--- src/rtl/pixel_unpacker_if.sv ---
// Stream-side and pixel-side handshake bundle for pixel_unpacker.
// master = producer of packed words / consumer of pixels, slave = the unpacker.
interface pixel_unpacker_if;
  logic [31:0] in_stream_tdata;
  logic [3:0]  in_stream_tkeep;
  logic        in_stream_tlast;
  logic        in_stream_tuser;
  logic        in_stream_tvalid;
  logic        in_stream_tready;
  logic [7:0]  r;
  logic [7:0]  g;
  logic [7:0]  b;
  logic        out_valid;
  logic        out_ready;
  logic        sof;
  logic        eol;
  logic        err_align;

  modport master (
    output in_stream_tdata, in_stream_tkeep, in_stream_tlast, in_stream_tuser, in_stream_tvalid,
    input  in_stream_tready,
    input  r, g, b, out_valid, sof, eol, err_align,
    output out_ready
  );

  modport slave (
    input  in_stream_tdata, in_stream_tkeep, in_stream_tlast, in_stream_tuser, in_stream_tvalid,
    output in_stream_tready,
    output r, g, b, out_valid, sof, eol, err_align,
    input  out_ready
  );
endinterface

--- src/rtl/pixel_unpacker.sv ---
// Unpacks a 32-bit stream of tightly packed 24-bit pixels (3 words -> 4 pixels)
// into one registered RGB888 pixel per handshake, with sof/eol markers.
module pixel_unpacker (
  input  logic          aclk,
  input  logic          aresetn,
  pixel_unpacker_if.slave io
);
  typedef enum logic [1:0] {PH0, PH1, PH2, PH3} phase_t;

  phase_t      phase;
  logic [23:0] leftover;
  logic        pending_eol;
  logic        load;
  logic        accept;
  logic        resync;
  logic        early_last;
  logic [31:0] d;
  logic        unused_keep;

  assign d           = io.in_stream_tdata;
  assign unused_keep = ^io.in_stream_tkeep;
  assign load        = ~io.out_valid | io.out_ready;
  assign io.in_stream_tready = aresetn & load & (phase != PH3);
  assign accept      = io.in_stream_tvalid & io.in_stream_tready;
  // A frame start arriving mid-group restarts decoding as if it were word 0.
  assign resync      = io.in_stream_tuser & ((phase == PH1) | (phase == PH2));
  // tlast is only legal on the third word of a group; anywhere else it truncates the group.
  assign early_last  = io.in_stream_tlast & (resync | (phase != PH2));

  // NOTE: all state here is sequential, so every assignment is non-blocking; the
  // leftover bytes are reset too, so a reset mid-group can never leak stale colour.
  always_ff @(posedge aclk) begin
    if (!aresetn) begin
      phase        <= PH0;
      leftover     <= '0;
      pending_eol  <= 1'b0;
      io.out_valid <= 1'b0;
      io.sof       <= 1'b0;
      io.eol       <= 1'b0;
      io.err_align <= 1'b0;
      io.r         <= '0;
      io.g         <= '0;
      io.b         <= '0;
    end else begin
      io.err_align <= 1'b0;
      if (load) begin
        if (accept) begin
          io.out_valid <= 1'b1;
          io.sof       <= io.in_stream_tuser;
          io.eol       <= early_last;
          io.err_align <= resync | early_last;
          if (phase == PH0 || resync) begin
            io.g     <= d[7:0];
            io.b     <= d[15:8];
            io.r     <= d[23:16];
            leftover <= early_last ? 24'h0 : {16'h0, d[31:24]};
            phase    <= early_last ? PH0 : PH1;
          end else if (phase == PH1) begin
            io.g     <= leftover[7:0];
            io.b     <= d[7:0];
            io.r     <= d[15:8];
            leftover <= early_last ? 24'h0 : {8'h0, d[31:16]};
            phase    <= early_last ? PH0 : PH2;
          end else begin
            io.g        <= leftover[7:0];
            io.b        <= leftover[15:8];
            io.r        <= d[7:0];
            leftover    <= d[31:8];
            pending_eol <= io.in_stream_tlast;
            phase       <= PH3;
          end
        end else if (phase == PH3) begin
          // Fourth pixel of the group comes entirely from the leftover bytes.
          io.out_valid <= 1'b1;
          io.sof       <= 1'b0;
          io.eol       <= pending_eol;
          io.g         <= leftover[7:0];
          io.b         <= leftover[15:8];
          io.r         <= leftover[23:16];
          pending_eol  <= 1'b0;
          phase        <= PH0;
        end else begin
          io.out_valid <= 1'b0;
          io.sof       <= 1'b0;
          io.eol       <= 1'b0;
        end
      end
    end
  end
endmodule

--- src/flat_wrapper.sv ---
// flat-port wrapper written by rule: the top's interface ports become plain ports
module pixel_unpacker_flat 
  (aclk, aresetn, io_in_stream_tdata, io_in_stream_tkeep, io_in_stream_tlast, io_in_stream_tuser, io_in_stream_tvalid, io_in_stream_tready, io_r, io_g, io_b, io_out_valid, io_sof, io_eol, io_err_align, io_out_ready);
  pixel_unpacker_if io_i ();
  input  logic aclk;
  input  logic aresetn;
  input wire logic [$bits(io_i.in_stream_tdata)-1:0] io_in_stream_tdata;
  input wire logic [$bits(io_i.in_stream_tkeep)-1:0] io_in_stream_tkeep;
  input wire logic [$bits(io_i.in_stream_tlast)-1:0] io_in_stream_tlast;
  input wire logic [$bits(io_i.in_stream_tuser)-1:0] io_in_stream_tuser;
  input wire logic [$bits(io_i.in_stream_tvalid)-1:0] io_in_stream_tvalid;
  output wire logic [$bits(io_i.in_stream_tready)-1:0] io_in_stream_tready;
  output wire logic [$bits(io_i.r)-1:0] io_r;
  output wire logic [$bits(io_i.g)-1:0] io_g;
  output wire logic [$bits(io_i.b)-1:0] io_b;
  output wire logic [$bits(io_i.out_valid)-1:0] io_out_valid;
  output wire logic [$bits(io_i.sof)-1:0] io_sof;
  output wire logic [$bits(io_i.eol)-1:0] io_eol;
  output wire logic [$bits(io_i.err_align)-1:0] io_err_align;
  input wire logic [$bits(io_i.out_ready)-1:0] io_out_ready;
  assign io_i.in_stream_tdata = io_in_stream_tdata;
  assign io_i.in_stream_tkeep = io_in_stream_tkeep;
  assign io_i.in_stream_tlast = io_in_stream_tlast;
  assign io_i.in_stream_tuser = io_in_stream_tuser;
  assign io_i.in_stream_tvalid = io_in_stream_tvalid;
  assign io_in_stream_tready = io_i.in_stream_tready;
  assign io_r = io_i.r;
  assign io_g = io_i.g;
  assign io_b = io_i.b;
  assign io_out_valid = io_i.out_valid;
  assign io_sof = io_i.sof;
  assign io_eol = io_i.eol;
  assign io_err_align = io_i.err_align;
  assign io_i.out_ready = io_out_ready;
  pixel_unpacker u_core (.aclk(aclk), .aresetn(aresetn), .io(io_i));
endmodule
--- config.mk ---
export PLATFORM = sky130hd
export DESIGN_NAME = pixel_unpacker_flat
export DESIGN_NICKNAME = d
export VERILOG_FILES = /design/src/rtl/pixel_unpacker_if.sv /design/src/rtl/pixel_unpacker.sv /design/src/flat_wrapper.sv
export SDC_FILE = /design/constraint.sdc
export NUM_CORES = 1
export LEC_CHECK = 0
export BUFFER_PORTS_ARGS = -buffer_cell sky130_fd_sc_hd__buf_2
export CORE_MARGIN = 1
export CORE_UTILIZATION = 56
export DETAILED_ROUTE_END_ITERATION = 12
export PLACE_DENSITY = 0.83
export SLEW_MARGIN = 10
export SYNTH_ARGS = -nofsm -noshare
export SYNTH_HDL_FRONTEND = slang
export SYNTH_SLANG_ARGS = --single-unit
--- constraint.sdc ---
create_clock -name aclk -period 3.8 [get_ports aclk]
set_input_delay 0.76 -clock aclk [delete_from_list [all_inputs] [get_ports aclk]]
set_output_delay 0.76 -clock aclk [all_outputs]
set_load 0.005 [all_outputs]
==> results.yml, run 1 <==
sta:
  fin_worst_skew_ns: 0.00327
  final_max_slew_viol_count: 0
  period_share_pct: 66.2
  finalHoldViolations: 0
  fin_hold_ws_ns: 0.451
  finalSetupViolations: 0
  fmax_mhz: 397
  rsz0062_at_grt: "no"
  min_period_ns: 2.52
  max_slew_margin_pct: 44.4
  tightestPinTransition_ns: 0.833
  finalWorstSetupSlack_ns: 1.28
  setup_tns_ns: 0
cells_and_area:
  regArea_sq_mm: 0.00110
  finalNonFillerCells: 468
  area_growth_pct: 15.1
  fin_util_pct: 68.7
  final_cell_area_sq_mm: 0.00333
  layout_commonest_cell: "buf_2"
  final_cell_mix: "buf_2, dfxtp_1, nand2_1, o21ai_1, o21ai_0"
  drive_gt1_share_pct: 23.2
  n_antenna_cell: 0
  multi_input_area_sq_mm: 0.00164
  final_nets: 446
  num-fill-cells: 426
route:
  vias: 3015
  drcViolationCount: 0
  post_drt_wl_per_cell_um: 18.0
  route.met2.wl_um: 3880
  wl_met3_um: 870
  drt_wl_total_um: 8400
  highest_layer: "met4"
  drt_pass1_iterations: 6
  viasPerCell: 6.44
  wl_met1_um: 3430
  drtAntennaViolNets: 0
  drtIter0Drc: 256
worst_setup_path:
  cp.required_ns: 3.04
  worstSetupStartpointType: "input pin"
  startpoint: "io_out_ready"
  reg2reg_from: "u_core.phase[0]"
  critPathKind: "input pin to primary output"
  path_max_fanout: 8
  crit_path_end_kind: "primary output"
  arrival_ns: 1.76
  r2r_end: "u_core.leftover[6]"
  regToRegSetupSlack_ns: 1.56
  reg2reg_depth: 6
run_status:
  status: "finished clean"
clocking:
  numCtsBuffers: 5
  cts-resized-gates: 0
  insertion_delay_ns: 0.31
  numClockSinks: 55
  root_buffer: "clkbuf_8"
  clkSlewWorstSetupHoldPaths_ns: 0.10
  cts_hold_buffers: 0
  tritoncts: "done"
  clock_path_buffers: 2
  htree_levels: 2
  cts_post_setup_buffers_inserted: 0
die:
  core_sq_mm: 0.00485
  die_w_um: 73.9
  die_area_sq_mm: 0.00546
  dieHeight_um: 73.9
  rows: 25
  start_util_pct: 59.7
  ios: 71
placement:
  port_buffers: 66
  place.gp.congestion: 0.878
  dp_hpwl_um: 5670
  dpl_worst_slack_ns: 1.27
  post-place-cells: 460
  placed_cell_area_sq_mm: 0.00324
logic_synthesis:
  synth_seq_area_share_pct: 38.0
  synth.ff_latch_count: 55
  synth_ff_type: "dfxtp_1"
  avgSynthCellArea_sq_um: 8.36
  synth_top_area_share_pct: 38.0
  netlist_area_sq_mm: 0.00289
  async_flop_share_pct: 0
  synth_area_leaders: "dfxtp_1, nand2_1, mux2i_1"
  synth_cell_type_count: 41
  synth_top_area_cell: "dfxtp_1"
  synth_cells: 346
  synth_nets: 392
  synth_edf_count: 0
  ys_warn_count: 0
global_route:
  grt_max_degree: 36
  antenna_found_initial: 0
  grt_usage_pct: 31.9
  grt_pass1_vias: 2607
  grt_pass1_wl_um: 13000
  overflow: 0
min_path:
  min_from: "u_core.leftover[0]"
  hold_end: "u_core.leftover[0]"
  whs_path_depth: 2
  hold_path.class: "flip-flop to flip-flop"
pwr:
  power.total_mw: 1.33
  powerDensity_mw_per_mm2: 400
  irDropWorstVdd_uv: 292
  leakagePower_nw: 1.29
run:
  cap_violations: 0
[sequential cells by signal (all words and copies together), names as in the netlist]
signal,cells
u_core.io.b,8
u_core.io.eol,1
u_core.io.err_align,1
u_core.io.g,8
u_core.io.out_valid,1
u_core.io.r,8
u_core.io.sof,1
u_core.leftover,24
u_core.pending_eol,1
u_core.phase,2
[worst max-delay path, stage by stage]
cell and delay, ns:
buf_2 0.10, nor2b_1 0.64, nor3_1 0.09, buf_2 0.16
[how the worst max path moves through the flow]
stage,slack [ns],to,depth (start not counted)
2_1_floorplan,1.84,u_core.io.g[6],6
3_3_place_gp,1.32,io_in_stream_tready,4
3_5_place_dp,1.27,io_in_stream_tready,4
4_1_cts,1.28,io_in_stream_tready,4
5_1_grt,1.19,io_in_stream_tready,4
6_report,1.28,io_in_stream_tready,4
[cell usage after synthesis (2+ instances only)]
cell,count
a21oi_1,12
a21oi_2,2
a221o_1,8
a221oi_1,9
a22oi_1,17
a31oi_1,18
and2_1,2
buf_2,8
buf_6,2
clkbuf_1,15
dfxtp_1,55
ha_1,4
inv_1,3
inv_2,2
mux2i_1,16
nand2_1,45
nand3_1,4
nor2_1,13
nor2b_1,10
nor3b_1,8
nor4_4,2
o211ai_1,16
o21ai_0,19
o21ai_1,32
o22ai_1,8
[cell type report]
type | count | share of cell area, %
Tap cell | 67 | 2.52
Sequential cell | 55 | 33.1
Timing Repair Buffer | 74 | 11.7
Multi-Input combinational cell | 258 | 49.2
Clock inverter | 3 | 0.714
Clock buffer | 5 | 2.07
Inverter | 6 | 0.676
[per-layer routing]
| metal | up-vias | GRT usage (%) |
|---|---|---|
| li1 | 1413 | - |
| met4 | 0 | 10.9 |
| met1 | 1391 | 41.2 |
| met5 | - | 0 |
| met2 | 189 | 50.8 |
| met3 | 22 | 9.19 |
[cells by family (layout without fill, tap and decap cells)]
family	count (synthesis)	count (layout)	synth area share [%]
AO/OA/AOI/OAI	146	146	32.8
flip-flops	55	55	38.0
AND/OR/NAND/NOR	92	92	16.6
multiplexers	16	16	5.53
buffers and inverters	33	88	5.27
adder cells (fa/ha/maj)	4	4	1.73
[report_power, final]
part / internal, mW / total (mW) / switching, mW
logic: 0.133 / 0.342 / 0.209
clock network: 0.132 / 0.341 / 0.209
registers: 0.623 / 0.649 / 0.0258
total: 0.888 / 1.33 / 0.444
Note: power is estimated with default switching activity, not from simulation.
==> inputs of run 2 (changes only) <==
- ABC_AREA: unset -> 1
- CORE_UTILIZATION: 56 -> 48
- PLACE_DENSITY: 0.83 -> 0.76
- clock period: 3.8 -> 2 ns (I/O delays scaled with it)
==> run 2 against run 1 <==
Against the previous run:
- die area increased by 16%
- worst hold slack got worse by 0.12 ns
- count of clock-buffer cells in the layout increased by 1
- sequential power increased by 80%
- first-iteration DRC count increased by 24%
- routed wire length decreased by 5.3%
- worst setup slack got worse by 1.1 ns
- global-route usage decreased by 4.9 points
- critical path type is now flip-flop to flip-flop
- utilization decreased by 7.2 points
- critical path depth increased by 6
- sequential share of layout area decreased by 1.3 points
==> results.yml, run 2 <==
run_status:
  status: "finished clean"
pwr:
  irDropWorstVdd_uv: 455
  leakagePower_nw: 1.59
  powerDensity_mw_per_mm2: 696
sta:
  finalHoldViolations: 0
  period_share_pct: 89.7
  final_max_slew_viol_count: 0
  rsz0062_at_grt: "no"
  finalWorstSetupSlack_ns: 0.206
  min_period_ns: 1.79
  fmax_mhz: 557
  setup_tns_ns: 0
  finalSetupViolations: 0
  fin_worst_skew_ns: 0.00506
  max_slew_margin_pct: 79.0
  tightestPinTransition_ns: 0.315
logic_synthesis:
  synth_cell_type_count: 21
  synth_edf_count: 0
  synth_nets: 511
  synth_cells: 465
  ys_warn_count: 0
  synth_top_area_share_pct: 38.0
  synth_top_area_cell: "dfxtp_1"
  synth_ff_type: "dfxtp_1"
  async_flop_share_pct: 0
  yosysMostFrequentCell: "nand2_1"
  synth_area_leaders: "dfxtp_1, nand2_1, a21oi_1"
  synth.ff_latch_count: 55
  synth_seq_area_share_pct: 38.0
  synthTopCellsByCount: "nand2_1, nor2_1, a21oi_1"
  avgSynthCellArea_sq_um: 6.22
  netlist_area_sq_mm: 0.00289
cells_and_area:
  num-fill-cells: 558
  largest_reg_flops: 24
  largest-register: "u_core.leftover"
  area_growth_pct: 20.0
  layout_commonest_cell: "nand2_1"
  drive_gt1_share_pct: 19.9
  final_cell_mix: "nand2_1, buf_2, nor2_1, a21oi_1, dfxtp_1"
  n_antenna_cell: 0
  final_nets: 568
route:
  drtIter0Drc: 318
  drtAntennaViolNets: 0
  post_drt_wl_per_cell_um: 13.4
  viasPerCell: 5.23
  drt_pass1_iterations: 4
  drt_wl_total_um: 7950
  vias: 3112
  drcViolationCount: 0
clocking:
  clock_path_buffers: 2
  tritoncts: "done"
  cts_hold_buffers: 0
  numCtsBuffers: 5
  cts-resized-gates: 0
  cts_post_setup_buffers_inserted: 0
  clkSlewWorstSetupHoldPaths_ns: 0.10
  htree_levels: 2
  insertion_delay_ns: 0.31
  root_buffer: "clkbuf_8"
  numClockSinks: 55
placement:
  dp_hpwl_um: 5540
  place.gp.congestion: 0.911
  dpl_worst_slack_ns: 0.232
  port_buffers: 66
global_route:
  overflow: 0
  antenna_found_initial: 0
  grt_pass1_vias: 2875
  grt_max_degree: 51
  grt_pass1_wl_um: 13400
  grt_usage_pct: 27.0
worst_setup_path:
  crit_path_end_kind: "flip-flop"
  cp.required_ns: 2.25
  critPathMaxStageDelay_ns: 0.40
  worstSetupStartpointType: "flip-flop"
  slowest_stage: "dfxtp_1"
  arrival_ns: 2.05
  critPathKind: "flip-flop to flip-flop"
  path_delay_family: "simple AND/OR/NAND/NOR gates"
  path_max_fanout: 18
  cp_num_buf_inv: 3
  worstPathCellList: "inv_1 > ha_1 > nand2_1 > nand2_2 > clkinv_1 > buf_4 > nand2_1 > a21oi_1 > nor2_1 > nor2_1"
die:
  dieHeight_um: 79.7
  start_util_pct: 51.3
  rows: 27
  die_area_sq_mm: 0.00634
  die_w_um: 79.7
  core_sq_mm: 0.00564
  ios: 71
min_path:
  hold_path.class: "input pin to flip-flop"
run:
  cap_violations: 0
run 2: changes by cell type after synthesis, moves of 17 or more:
cell / delta
a22oi_1: -17
nor2_1: +44
o21ai_0: +19
nand3_1: +21
a21oi_1: +44
a31oi_1: -18
o21ai_1: -27
nand2_1: +114
run 2: layout make-up:
class	count	area [sq um]	share of cell area, %
Multi-Input combinational cell	361	1610	46.3
Sequential cell	55	1100	31.7
Timing Repair Buffer	79	478	13.8
Tap cell	72	90.1	2.59
Clock buffer	6	82.6	2.38
Inverter	20	75.1	2.16
Clock inverter	2	38.8	1.12
run 2: cells by family after synthesis:
| logic type | count (synthesis) | synth area share [%] |
|---|---|---|
| buf+inv | 49 | 6.70 |
| fa+ha+maj | 4 | 1.73 |
| compound gates | 101 | 17.7 |
| simple gates | 256 | 35.8 |
| flops | 55 | 38.0 |
run 2: where the power goes:
group	total, mW	switching [mW]	internal, mW
sequential	1.17	0.0232	1.15
clock	0.795	0.382	0.412
combinational	0.452	0.279	0.172
run 2: worst min-delay path, stage by stage:
cell	delay [ns]
buf_2	0.11
nand2_1	0.06
a21oi_1	0.05
run 2: metrics by stage:
stage          hold WS [ns]  std cells  utilization [%]  power [mW]  cell area [sq um]
4_1_cts               0.331        595             61.5        2.43               3470
3_3_place_gp          0.453        587             59.4        1.63               3350
6_report              0.336        595             61.5        2.42               3470
3_5_place_dp          0.455        587             59.4        1.64               3350
2_1_floorplan         0.445        465                -        1.46               2890
5_1_grt               0.333        595             61.5        2.55               3470
run 2: final timing paths:
path                            slack (ns)  depth (start not counted)                   start             endpoint
worst max-delay path                  0.21                         10         u_core.phase[0]       u_core.io.r[7]
worst min-delay path                  0.34                          3  io_in_stream_tdata[24]  u_core.leftover[16]
worst max register to register        0.21                         10         u_core.phase[0]       u_core.io.r[7]
worst min register to register        0.47                          2      u_core.leftover[2]   u_core.leftover[2]
run 2: metal layers:
layer	part of all wire [%]	wire length, um	track usage (%)	vias to the layer above
met5	0	0	0	-
met4	2.4	189	9.82	0
met3	6.1	489	3.43	18
met2	45	3560	42.2	124
met1	47	3720	37.7	1368
li1	-	-	-	1602
